==> src/rtl/cv32e40p_wb_buffer.sv <==
// In-order write-back FIFO feeding register-file port B, with RAW hazard detection.
// Optional youngest-entry data forwarding is built when CV32E40P_WB_FWD_EN is defined.
module cv32e40p_wb_buffer #(
   parameter int ADDR_WIDTH = 6,
   parameter int DATA_WIDTH = 32,
   parameter int DEPTH      = 4
) (
   input  logic                         clk,
   input  logic                         rst,
   input  logic                         in_valid_i,
   output logic                         in_ready_o,
   input  logic [ADDR_WIDTH-1:0]        in_addr_i,
   input  logic [DATA_WIDTH-1:0]        in_data_i,
   input  logic                         drain_en_i,
   output logic                         we_b_o,
   output logic [ADDR_WIDTH-1:0]        waddr_b_o,
   output logic [DATA_WIDTH-1:0]        wdata_b_o,
   input  logic [ADDR_WIDTH-1:0]        raddr_a_i,
   input  logic [ADDR_WIDTH-1:0]        raddr_b_i,
   input  logic [ADDR_WIDTH-1:0]        raddr_c_i,
   output logic                         hit_a_o,
   output logic                         hit_b_o,
   output logic                         hit_c_o,
   output logic [DATA_WIDTH-1:0]        fwd_data_a_o,
   output logic [DATA_WIDTH-1:0]        fwd_data_b_o,
   output logic [DATA_WIDTH-1:0]        fwd_data_c_o,
   output logic [$clog2(DEPTH+1)-1:0]   count_o
);

   localparam int PTR_W = $clog2(DEPTH);
   localparam int CNT_W = $clog2(DEPTH+1);

   logic [ADDR_WIDTH-1:0] mem_addr [DEPTH];
   logic [DATA_WIDTH-1:0] mem_data [DEPTH];
   logic [DEPTH-1:0]      mem_vld;
   logic [PTR_W-1:0]      wptr;
   logic [PTR_W-1:0]      rptr;
   logic [CNT_W-1:0]      count;
   logic [CNT_W-1:0]      count_next;
   logic                  accept;
   logic                  store;
   logic                  drain;

   function automatic logic hit_of(input logic [ADDR_WIDTH-1:0] raddr);
      logic h;
      h = 1'b0;
      for (int k = 0; k < DEPTH; k++) begin
         if (mem_vld[k] && (mem_addr[k] == raddr)) h = 1'b1;
      end
      return h && (raddr != '0);
   endfunction

`ifdef CV32E40P_WB_FWD_EN
   // Walk oldest to youngest so the last match seen is the youngest.
   function automatic logic [DATA_WIDTH-1:0] fwd_of(input logic [ADDR_WIDTH-1:0] raddr);
      logic [DATA_WIDTH-1:0] d;
      logic [PTR_W-1:0]      idx;
      d = '0;
      for (int k = 0; k < DEPTH; k++) begin
         idx = rptr + PTR_W'(k);
         if (mem_vld[idx] && (mem_addr[idx] == raddr) && (raddr != '0)) d = mem_data[idx];
      end
      return d;
   endfunction
`endif

   assign in_ready_o = (count != CNT_W'(DEPTH));
   assign accept     = in_valid_i & in_ready_o;
   assign store      = accept & (in_addr_i != '0);
   assign drain      = (count != '0) & drain_en_i;

   always_comb begin
      count_next = count;
      case ({store, drain})
         2'b10:   count_next = count + CNT_W'(1);
         2'b01:   count_next = count - CNT_W'(1);
         default: count_next = count;
      endcase
   end

   always_ff @(posedge clk) begin
      if (rst) begin
         wptr    <= '0;
         rptr    <= '0;
         count   <= '0;
         mem_vld <= '0;
      end else begin
         if (drain) begin
            mem_vld[rptr] <= 1'b0;
            rptr          <= rptr + PTR_W'(1);
         end
         if (store) begin
            mem_vld[wptr] <= 1'b1;
            wptr          <= wptr + PTR_W'(1);
         end
         count <= count_next;
      end
   end

   // Payload storage is not reset; the valid bits qualify every read of it.
   always_ff @(posedge clk) begin
      if (store) begin
         mem_addr[wptr] <= in_addr_i;
         mem_data[wptr] <= in_data_i;
      end
   end

   assign we_b_o    = drain;
   assign waddr_b_o = (count != '0) ? mem_addr[rptr] : '0;
   assign wdata_b_o = (count != '0) ? mem_data[rptr] : '0;
   assign count_o   = count;

   always_comb begin
      hit_a_o = hit_of(raddr_a_i);
      hit_b_o = hit_of(raddr_b_i);
      hit_c_o = hit_of(raddr_c_i);
`ifdef CV32E40P_WB_FWD_EN
      fwd_data_a_o = fwd_of(raddr_a_i);
      fwd_data_b_o = fwd_of(raddr_b_i);
      fwd_data_c_o = fwd_of(raddr_c_i);
`else
      fwd_data_a_o = '0;
      fwd_data_b_o = '0;
      fwd_data_c_o = '0;
`endif
   end

endmodule

==> config.mk <==
export PLATFORM = sky130hd
export DESIGN_NAME = cv32e40p_wb_buffer
export DESIGN_NICKNAME = d
export VERILOG_FILES = /design/src/rtl/cv32e40p_wb_buffer.sv
export SDC_FILE = /design/constraint.sdc
export NUM_CORES = 1
export LEC_CHECK = 0
export BUFFER_PORTS_ARGS = -buffer_cell sky130_fd_sc_hd__buf_2
export CORE_MARGIN = 8
export CORE_UTILIZATION = 35
export CTS_BUF_LIST = sky130_fd_sc_hd__clkbuf_8
export DETAILED_ROUTE_END_ITERATION = 16
export REMOVE_ABC_BUFFERS = 1
export SYNTH_ARGS = -nofsm -noshare
export SYNTH_HDL_FRONTEND = slang
export SYNTH_SLANG_ARGS = --single-unit
==> constraint.sdc <==
create_clock -name clk -period 4.1 [get_ports clk]
set_input_delay 0.615 -clock clk [delete_from_list [all_inputs] [get_ports clk]]
set_output_delay 0.615 -clock clk [all_outputs]
set_load 0.05 [all_outputs]
Word-level counts from Yosys, hierarchy flattened
Memory sizes are Yosys's and may differ from the RTL's. A register that Yosys moved wholly into a read port is not among the register bits.
Index checks and enable logic that the tools add are counted.
{ "totals": {"reg_bits": 11, "mem_bits_rw": 152, "output_inout_bits": 142, "elab_cells": 86, "mem_count": 2} }
{ "op_classes": {"n_addsub": 4, "magnitude_cmp": 4, "eq_ne": 15, "mux": 28, "n_bitwise": 6, "reduce_logical": 23} }
{ "memory_table": {"columns": ["name", "words", "width", "read_ports", "rd_clocked_by_memory_dff", "wr", "line", "text"], "rows": [
  ["mem_data", 4, 32, 1, 1, 1, "34", "logic [DATA_WIDTH-1:0] mem_data [DEPTH];"],
  ["mem_addr", 4, 6, 5, 1, 1, "33", "logic [ADDR_WIDTH-1:0] mem_addr [DEPTH];"]
]} }
{ "op_table": {"columns": ["cell", "count"], "rows": [
  ["6-bit equality test", 12],
  ["32-bit 2-to-1 mux", 1],
  ["6-bit nonzero test", 4],
  ["1-bit logical AND", 17],
  ["1-bit 2-to-1 mux", 16],
  ["4-bit 2-to-1 mux", 3],
  ["2-bit 2-to-1 mux", 4],
  ["2-bit by 3-bit < comparator with 1-bit output, second input constant", 2],
  ["6-bit 2-to-1 mux", 1],
  ["3-bit one-hot mux with 2 select lines", 1],
  ["2-bit by 1-bit adder with 2-bit output, second input constant", 2],
  ["4-bit bitwise AND", 1],
  ["1-bit demux with 2-bit select", 2],
  ["2-bit by 1-bit >= comparator with 1-bit output, second input constant", 2],
  ["4-bit NOT", 1],
  ["4-bit bitwise OR", 1],
  ["3-bit by 1-bit adder with 3-bit output, second input constant", 1],
  ["1-bit bitwise AND", 3],
  ["3-bit != test, second input constant", 1],
  ["3-bit nonzero test", 1],
  ["3-bit by 1-bit subtractor with 3-bit output, second input constant", 1],
  ["2-bit by 1-bit equality test with 1-bit output, second input constant", 1],
  ["2-bit equality test, second input constant", 1],
  ["2-bit nonzero test", 1]
]} }

Depth between registers and ports, before layout
{ "logic_depth": {"depth_word": 10, "mapped_depth": 11, "mapped_depth_nobuf": 10} }

Worst setup path after synthesis
OpenSTA, ideal clock, no wires.
{ "synth_timing": {"path_kind": "register -> register", "start": "register count[1] (netlist: count_o[1])", "end": "memory mem_addr[0][0], enable pin", "setup_ns": 0.399, "arrival_time_ns": 2.660, "slack_ns": 1.041, "path_stages_with_launch": 6, "path_buffers": 1, "cell_sequence": "dfxtp_1 > inv_1 > nand3_1 > o311a_4 > buf_6 > and2_1"} }
{ "synth_via": {"elab_chain_cells": 5} }
{ "synth_rtl": {"columns": ["item", "line", "text"], "rows": [
  ["start: declaration", "38", "logic [CNT_W-1:0] count;"],
  ["start signal: assignment", "96", "count <= count_next;"],
  ["3-bit != test", "67", "assign in_ready_o = (count != CNT_W'(DEPTH));"],
  ["named net in_ready_o", "11", "output logic in_ready_o,"],
  ["1-bit bitwise AND", "68", "assign accept = in_valid_i & in_ready_o;"],
  ["1-bit bitwise AND", "69", "assign store = accept & (in_addr_i != '0);"],
  ["1-bit 2-to-1 mux", "102", "if (store) begin"],
  ["1-bit 2-to-1 mux (implied by the code)", "103", "mem_addr[wptr] <= in_addr_i;"],
  ["end: declaration", "33", null]
]} }
The timed path passes the listed nets, and every way through them passes these cells.

==> summary.md <==
| Metric | Value |
|---|---|
| Switch Pwr | approximately 2.3 mW |
| Max-slew violation count | 0 |
| HPWL Detailed | about 13 mm |
| 1st-iter DRT viols | between 200 and 250 |
| CTS root buf | clkbuf_8 |
| M1 GR Usage | 14.8% |
| Mean post-synth cell area | between 10 and 15 um2 |
| Routed vias/inst | between 4 and 5 |
| Number of synthesized flops with an enable pin | roughly 150 |
| Final min period | roughly 3 ns |
| Maxcap violations | 0 |
| CTS resizes | 0 |
| R2R Path Start | count_o[0] |
| Post-route DRC | 0 |
| HP Class | input pin to flop |
| Clock power share | 20.3% |
| Fin crit share | roughly 73% |
| TNS Setup | 0 ns |
| Final setup violation count | 0 |
| GR Layer Usage met3 | between 4 and 5% |
| Synth Warn # | 0 |
| Die H | about 170 um |
| Initial antenna violation count | 5 |
| Register area | about 4800 um2 |
| Horiz. Die Dim | approximately 170 um |
| Post-CTS Setup Bufs | 0 |
| Static leakage power | 3.18 nW |
| Vias after detailed routing | 4,333 |
| Htree depth | 4 |
| Post-Synthesis Cell Area | around 8000 um2 |
| Fillers | ~2,100 |
| Clock buffer depth | 2 |
| Cts hold-fix bufs | 0 |
| Status | completed |
| Ports | between 200 and 250 |
| Drt total wl | between 15 and 20 mm |
| Busiest grt layer | met2 |
| Die area | between 20,000 and 30,000 um2 |
| Slew @ Worst Pin | approximately 1.1 ns |
| RSZ-0062 raised after global routing | no |
| Ratio of cells with drive above 1 in the final layout | between 20 and 30% |
| WHS Endpoint | mem_data[0][10] |
| Initial Util | 35.6% |
| RR Endpoint | count_o[2] |
| Kind of critical path | flop to output pin |
| Core ar. | 22,600 um2 |
| CP endpoint kind | output pin |
| Rows | between 50 and 60 |
| Power Density | roughly 630 nW/um2 |
| IO Port Bufs | between 100 and 150 |
| GRT overflow | 0 |
| CTS tree | done |
| Layout Nets | 700 |
| Final GP Congestion | about 0.85 |
| Internal Power | 3.26 mW |
| Layout area overhead | 10.2% |
| Req. time, crit path | about 3.5 ns |
| Most common library cell in the layout ignoring fill and taps | edfxtp_1 |
| Synth unique cells | 29 |
| Sw frac | roughly two fifths |
| Comb pwr share | around two fifths |
| Later-pin clock latency in the skew report | approximately 0.44 ns |
| Vias in the first global route | around 4,700 |
| Final total power | approximately 5.6 mW |
| Met2 Resource Use GR | between 20 and 25% |
| Hold Path Stages | 1 |
| # clock sinks | between 150 and 200 |
| Antenna Nets Post-Route | 0 |
| Post-synth top flop | edfxtp_1 |
| DRT Pass-1 Iters | 4 |
| Path depth of the worst reg2reg path | 8 |
| Flop pwr share | ~39% |
| Largest net degree at the start of global routing | 39 |
| Hold path start | in_data_i[10] |
| Worst-path maximum fanout | 20 |
| Async SR Flop Fraction | 0% |
| First-pass GRT wire length | about 27 mm |
| Worst EP arrival | about 2.4 ns |
| Worst ir drop on vdd | about 0.0004 V |
| Commonest cells after routing, fill and taps aside | edfxtp_1, buf_2, conb_1 |
| Worst R2R Setup Slack | between 1.5 and 2 ns |
| Placed Area | between 8000 and 9000 um2 |
| Area of the multi-input gates | approximately 2700 um2 |
| WL/cell | just under 20 um |
| Slew margin rel. | between 20% and 30% |
| Worst-path clk slew | approximately 0.09 ns |
| Crit path launch type | flop |
| Global-route usage over all layers | ~13% |
| #FFs+latches synth | about 170 |
| Final hold violation count | 0 |
| Mapped Cells | 537 |
| Fmax | roughly 0.33 GHz |
| CTS buffer count | 17 |
| Clk_skew | around 0.015 ns |
| Fin area | 8870 um2 |
| Register area share after synthesis | 59.9% |
synthesized netlist by cell type, types with 4 or more instances:
cell,number,area [um2]
buf_4,97,728
nor2_1,16,60.1
xnor2_1,38,333
buf_1,4,15.0
buf_2,4,20.0
xor2_1,38,333
clkbuf_1,23,86.3
dfxtp_1,13,260
nor4_1,18,113
a21oi_1,6,30.0
a22oi_2,4,50.1
nand2_1,4,15.0
inv_1,8,30.0
nand4_1,12,75.1
nor2b_1,39,244
mux4_2,38,856
ha_1,9,113
and2_1,4,25.0
edfxtp_1,152,4560
power by group through the flow:
stage | sequential [mW] | clock, mW | combinational, mW
2_1_floorplan | 2.27 | 0 | 1.67
3_3_place_gp | 2.21 | 0 | 2.31
3_5_place_dp | 2.22 | 0 | 2.32
4_1_cts | 2.18 | 1.17 | 2.33
5_1_grt | 2.20 | 1.23 | 2.43
6_report | 2.18 | 1.14 | 2.28
layout make-up:
cell class | count | area share, %
Timing Repair Buffer | 108 | 6.32
Antenna cell | 2 | 0.0564
Tap cell | 285 | 4.02
Multi-Input combinational cell | 330 | 30.5
Sequential cell | 165 | 54.4
Clock buffer | 17 | 2.64
Clock inverter | 14 | 1.74
Inverter | 8 | 0.339
metrics by stage:
step / hold WS (ns) / std cells / worst slack, ns / util [%]
CTS: 0.362 / 927 / 1.05 / 39.1
global placement: 0.533 / 896 / 1.08 / 37.4
floorplan: 0.508 / 503 / -0.711 / -
finish: 0.386 / 929 / 1.11 / 39.2
global route: 0.347 / 929 / 0.993 / 39.2
detailed placement: 0.554 / 896 / 1.04 / 37.4
routing by layer:
metal	up-vias	wire length [um]
met3	17	1860
met4	6	212
li1	1940	-
met1	2156	7210
met5	-	34
met2	214	8840
cell families (layout without fill, tap and decap cells):
group,count (synthesis),after routing,synth area share [%]
compound gates,12,12,1.32
xor+xnor,76,76,8.27
simple gates,97,97,6.95
fa+ha+maj,10,10,1.65
flops,165,165,59.9
other cells,1,98,0.0466
mux,39,39,10.8
buf+inv,137,147,11.1
worst max-delay path, stage by stage, from the launching register on:
cell	delay, ns
dfxtp_2	0.71
buf_4	0.41
mux4_2	0.24
nor2b_1	0.24
buf_2	0.32
how the worst max path moves through the flow:
stage | endpoint | slack (ns) | cells after the start
finish | wdata_b_o[6] | 1.11 | 4
global route | wdata_b_o[6] | 0.99 | 4
CTS | wdata_b_o[6] | 1.05 | 4
detailed placement | count_o[2] | 1.04 | 10
global placement | count_o[2] | 1.08 | 10
floorplan | count_o[2] | -0.71 | 8
registers in the layout, indices dropped and copies added, names as in the netlist, named ones only:
name      flops
mem_data    128
mem_addr     24
mem_vld       4
count_o       3
rptr          2
wptr          2
No activity file was read; power rests on OpenSTA's default activity.
